`src/rtl/updown_counter_pkg.sv`:
```
// rtl/updown_counter_pkg.sv - shared mode constants and load clamp helper for updown_counter
package updown_counter_pkg;

   localparam int MODE_WRAP = 0;
   localparam int MODE_SAT  = 1;

   // Values at or beyond the modulus collapse to the top of the count range.
   function automatic logic [31:0] clamp_load(input logic [31:0] val,
                                              input logic [31:0] modulus);
      return (val >= modulus) ? (modulus - 32'd1) : val;
   endfunction

endpackage

```
`src/rtl/updown_counter_tick_gen.sv`:
```
// rtl/updown_counter_tick_gen.sv - enable prescaler producing one tick every PRESCALE enabled cycles
module tick_gen #(
   parameter int PRESCALE = 1
) (
   input  logic clk,
   input  logic reset,
   input  logic en,
   input  logic clr,
   output logic tick
);

   localparam int CW = (PRESCALE > 1) ? $clog2(PRESCALE) : 1;
   localparam logic [CW-1:0] LAST = CW'(PRESCALE - 1);

   logic [CW-1:0] cnt;

   always_ff @(posedge clk) begin
      if (reset || clr) begin
         cnt <= '0;
      end else if (en) begin
         cnt <= (cnt == LAST) ? '0 : cnt + CW'(1);
      end
   end

   // clr (a load) suppresses the tick so a load cycle never also steps.
   assign tick = en & ~clr & (cnt == LAST);

endmodule

```
`src/rtl/updown_counter.sv`:
```
// rtl/updown_counter.sv - prescaled up/down modulo counter with wrap or saturate at range ends
module updown_counter
   import updown_counter_pkg::*;
#(
   parameter int WIDTH    = 4,
   parameter int MODULUS  = 16,
   parameter int SATURATE = 0,
   parameter int PRESCALE = 1
) (
   input  logic             clk,
   input  logic             reset,
   input  logic             en,
   input  logic             up,
   input  logic             load,
   input  logic [WIDTH-1:0] load_val,
   output logic [WIDTH-1:0] q,
   output logic             tc,
   output logic             wrap,
   output logic             sat
);

   generate
      if (MODULUS < 1 || longint'(MODULUS) > (longint'(1) << WIDTH) || PRESCALE < 1) begin : g_bad_params
         $error("updown_counter: illegal MODULUS/PRESCALE for WIDTH");
      end
   endgenerate

   localparam logic [WIDTH:0] TOP   = (WIDTH + 1)'(MODULUS - 1);
   localparam logic [31:0]    MOD32 = 32'(MODULUS);
   localparam logic           HOLD  = (SATURATE == MODE_SAT);

   logic             step;
   logic [WIDTH:0]   q_ext;
   logic [WIDTH:0]   q_inc;
   logic [WIDTH:0]   q_dec;
   logic             at_top;
   logic             at_bot;
   logic [31:0]      load_clamped;
   logic             unused_clamp_hi;

   tick_gen #(.PRESCALE(PRESCALE)) u_tick (
      .clk   (clk),
      .reset (reset),
      .en    (en),
      .clr   (load),
      .tick  (step)
   );

   assign q_ext           = {1'b0, q};
   assign q_inc           = q_ext + (WIDTH + 1)'(1);
   assign q_dec           = q_ext - (WIDTH + 1)'(1);
   assign at_top          = (q_ext == TOP);
   assign at_bot          = (q_ext == '0);
   assign load_clamped    = clamp_load(32'(load_val), MOD32);
   assign unused_clamp_hi = ^load_clamped[31:WIDTH];

   assign tc = up ? at_top : at_bot;

   always_ff @(posedge clk) begin
      if (reset) begin
         q    <= '0;
         wrap <= 1'b0;
         sat  <= 1'b0;
      end else if (load) begin
         q    <= load_clamped[WIDTH-1:0];
         wrap <= 1'b0;
         sat  <= 1'b0;
      end else if (step) begin
         if (up ? at_top : at_bot) begin
            // Range end: either hold and flag the blocked step, or wrap to the opposite end.
            if (HOLD) begin
               wrap <= 1'b0;
               sat  <= 1'b1;
            end else begin
               q    <= up ? '0 : TOP[WIDTH-1:0];
               wrap <= 1'b1;
               sat  <= 1'b0;
            end
         end else begin
            q    <= up ? q_inc[WIDTH-1:0] : q_dec[WIDTH-1:0];
            wrap <= 1'b0;
            sat  <= 1'b0;
         end
      end else begin
         wrap <= 1'b0;
      end
   end

endmodule

```
`config.mk`:
```
export PLATFORM = sky130hd
export DESIGN_NAME = updown_counter
export DESIGN_NICKNAME = d
export VERILOG_FILES = /design/src/rtl/updown_counter_pkg.sv /design/src/rtl/updown_counter_tick_gen.sv /design/src/rtl/updown_counter.sv
export SDC_FILE = /design/constraint.sdc
export NUM_CORES = 1
export LEC_CHECK = 0
export CAP_MARGIN = 40
export CORE_AREA = 2 2 39 41
export DETAILED_ROUTE_END_ITERATION = 6
export DIE_AREA = 0 0 41 43
export GPL_ROUTABILITY_DRIVEN = 1
export GPL_TIMING_DRIVEN = 0
export PLACE_DENSITY = 0.68
export SLEW_MARGIN = 20
export SYNTH_ARGS = -nofsm -noshare
export SYNTH_HDL_FRONTEND = slang
export SYNTH_SLANG_ARGS = --single-unit
```
`constraint.sdc`:
```
create_clock -name clk -period 1.19 [get_ports clk]
set_input_delay 0.119 -clock clk [delete_from_list [all_inputs] [get_ports clk]]
set_output_delay 0.119 -clock clk [all_outputs]
set_load 0.1 [all_outputs]
```
==> key figures <==
Route
  – ANT nets after route: 0
  – Wire per inst: 10.7 um
  – DRT Pass-1 Iters: 4
  – Routed Wire Length: 928 um
  – # DRC: 0
  – Vias per Instance: 4.52
  – Vias: 393
  – Detailed Route Iter0 Violations: 4

Floorplan
  – Core Rows: 14
  – Die footprint: 0.00176 mm^2
  – Die X: 41 um
  – Die height: 43 um
  – # IOs: 16
  – Initial Util: 26.1%
  – Core ar.: 0.00138 mm^2

Logic synthesis
  – Synth cell types: 23
  – Synthesized netlist cell count: 44
  – Register area share after synthesis: 27.7%
  – Synthesized area: 362 um^2
  – Predominant post-synthesis flop cell: dfxtp_1
  – Avg Cell Area, Syn: 8.22 um^2
  – Synth Net Count: 56
  – Post-synth EDFFs: 0
  – Ys async rst share: 0%
  – Number of synthesized register bits: 5
  – Synthesis Warnings: 0

Worst setup path
  – Worst path arrival time: 1540 ps
  – CP max FO: 2
  – CP startpoint kind: register
  – Worst path required time: 1070 ps
  – Crit end category: output port
  – Setup CP Type: reg -> out

Global route
  – Initial antenna violation count: 0
  – GRT overflow: 0
  – Vias in the first global route: 358
  – Total global-route track usage: 13.2%
  – Largest net degree at the start of global routing: 10
  – First-pass GRT wire length: 1480 um

Flow run
  – Max Cap Viol: 0

Clock network
  – Clock sink count: 5
  – H-tree Lvls: 1
  – Max clock buf depth: 2
  – Root buffer cell: clkbuf_4
  – Worst-path clk slew: 40 ps
  – Clock Latency Late Sink: 250 ps
  – TritonCTS Buffers: 3
  – CTS tree: built
  – Post-CTS Hold Buffers: 0

STA
  – Final setup fails: 6
  – Setup WS post-layout: -465 ps
  – Slew Viols, Final: 0
  – Final min period: 1650 ps
  – Final worst path period share: 139%
  – Final Hold Viols: 0
  – RSZ-0062 raised after global routing: true
  – Clk_skew: 6.90 ps
  – FMAX: 0.604 GHz

Power
  – Clk pwr share: 23.2%
  – Total power per unit cell area: 1190 mW/mm^2
  – Leakage power: 0.326 nW
  – Sequential share of power: 23.9%
  – Net Sw Power: 0.371 mW
  – Sw frac: 41.5%
  – Combinational cell fraction of total power: 52.9%
  – Max IR drop VDD: 0.000541 V
  – Internal Power: 0.523 mW

Placement
  – Dpl cells: 79
  – GPL Wtd Cong: 0.782
  – Placed Area: 646 um^2
  – Port bufs: 13

Final layout
  – Design area: 753 um^2
  – Most frequent cells in the layout: 6 x nor2_1, 6 x clkdlybuf4s50_1, 6 x buf_12
  – Layout overhead on the synthesized area: 108%
  – Share of layout cells above drive strength 1: 47.9%
  – Diode count: 0
  – Final nets: 84
  – Post-Layout Cell Count: 87

Min path
  – Worst Hold Class: in -> reg

Run status
  – Status: finished with violations
  – Failing checks: negative setup slack
==> power by group through the flow <==
stage / Combinational (mW) / Sequential, mW / Clock [mW]
6_report: 0.473 / 0.214 / 0.207
2_1_floorplan: 0.152 / 0.329 / 0
5_1_grt: 0.499 / 0.217 / 0.223
3_5_place_dp: 0.407 / 0.223 / 0
4_1_cts: 0.454 / 0.214 / 0.203
3_3_place_gp: 0.343 / 0.223 / 0
==> final timing paths <==
check,from,end,slack [ps],cells past startpoint
min reg2reg,q[3],q[3],690,3
max reg2reg,q[1],q[2],-380,6
max,q[1],tc,-460,4
min,load,q[0],140,3
==> flip-flops by register name, indices dropped and copies added, names as in the netlist <==
signal / flops
q: 4
wrap: 1
==> what timing repair did <==
item                                   in CTS  in global routing
setup buffers                               4                  1
resized for setup                          26                  5
setup endpoints to repair                  10                  8
cloned                                      0                  0
endpoints found under the hold margin       0                  0
pin swaps                                   4                  1
==> layout make-up <==
class,count,area [um^2]
sequential,5,115
inverter,2,7.51
timing repair buffer,23,279
fill,132,631
tap,16,20.0
buffer,2,18.8
clock buffer,4,26.3
multi-input combinational,35,287
==> stage by stage <==
stage	utilization (%)	setup slack, ps	hold WS [ps]	setup TNS [ps]	total power [mW]
final	54.4	-465	138	-1660	0.893
after detailed placement	46.7	-971	388	-2950	0.630
after CTS	52.4	-477	135	-1380	0.871
after global placement	40.1	-1390	387	-5290	0.565
after floorplan	-	-734	182	-1900	0.480
after global routing	54.4	-492	162	-1930	0.940
==> synthesized netlist by cell type (all sizes together), types with 2 or more instances <==
| cell type | instances | area share [%] |
|---|---|---|
| dfxtp | 5 | 28 |
| inv | 2 | 2.1 |
| xnor2 | 2 | 4.8 |
| nand2 | 2 | 2.1 |
| xor2 | 2 | 4.8 |
| nor2 | 8 | 8.3 |
| ha | 2 | 6.9 |
| a211oi | 2 | 4.2 |
| nand2b | 2 | 3.5 |
| a21oi | 4 | 5.5 |
| buf | 2 | 5.2 |
==> cell families (layout without fill, tap and decap cells) <==
family	Yosys count	count (layout)	synth area share [%]
compound gates	10	10	18.3
simple gates	17	17	23.5
xor+xnor	4	4	9.69
flops	5	5	27.7
other cells	1	1	1.04
buf+inv	4	31	7.27
fa+ha+maj	3	3	12.5
==> critical path: stages, from the launching register on <==
cell and delay (ps):
dfxtp_4 330, or4_4 530, o21ai_4 150, buf_6 120, buf_12 160
==> layer usage <==
| layer | part of all wire, % | global-route usage, % | vias to the layer above | wire, um |
|---|---|---|---|---|
| met5 | 0 | 0 | - | 0 |
| met4 | 2.0 | 8.00 | 0 | 19 |
| met3 | 3.7 | 4.71 | 2 | 34 |
| met2 | 57 | 20.6 | 11 | 528 |
| met1 | 37 | 14.3 | 176 | 346 |
| li1 | - | - | 204 | - |
No activity file was read; power rests on OpenSTA's default activity.
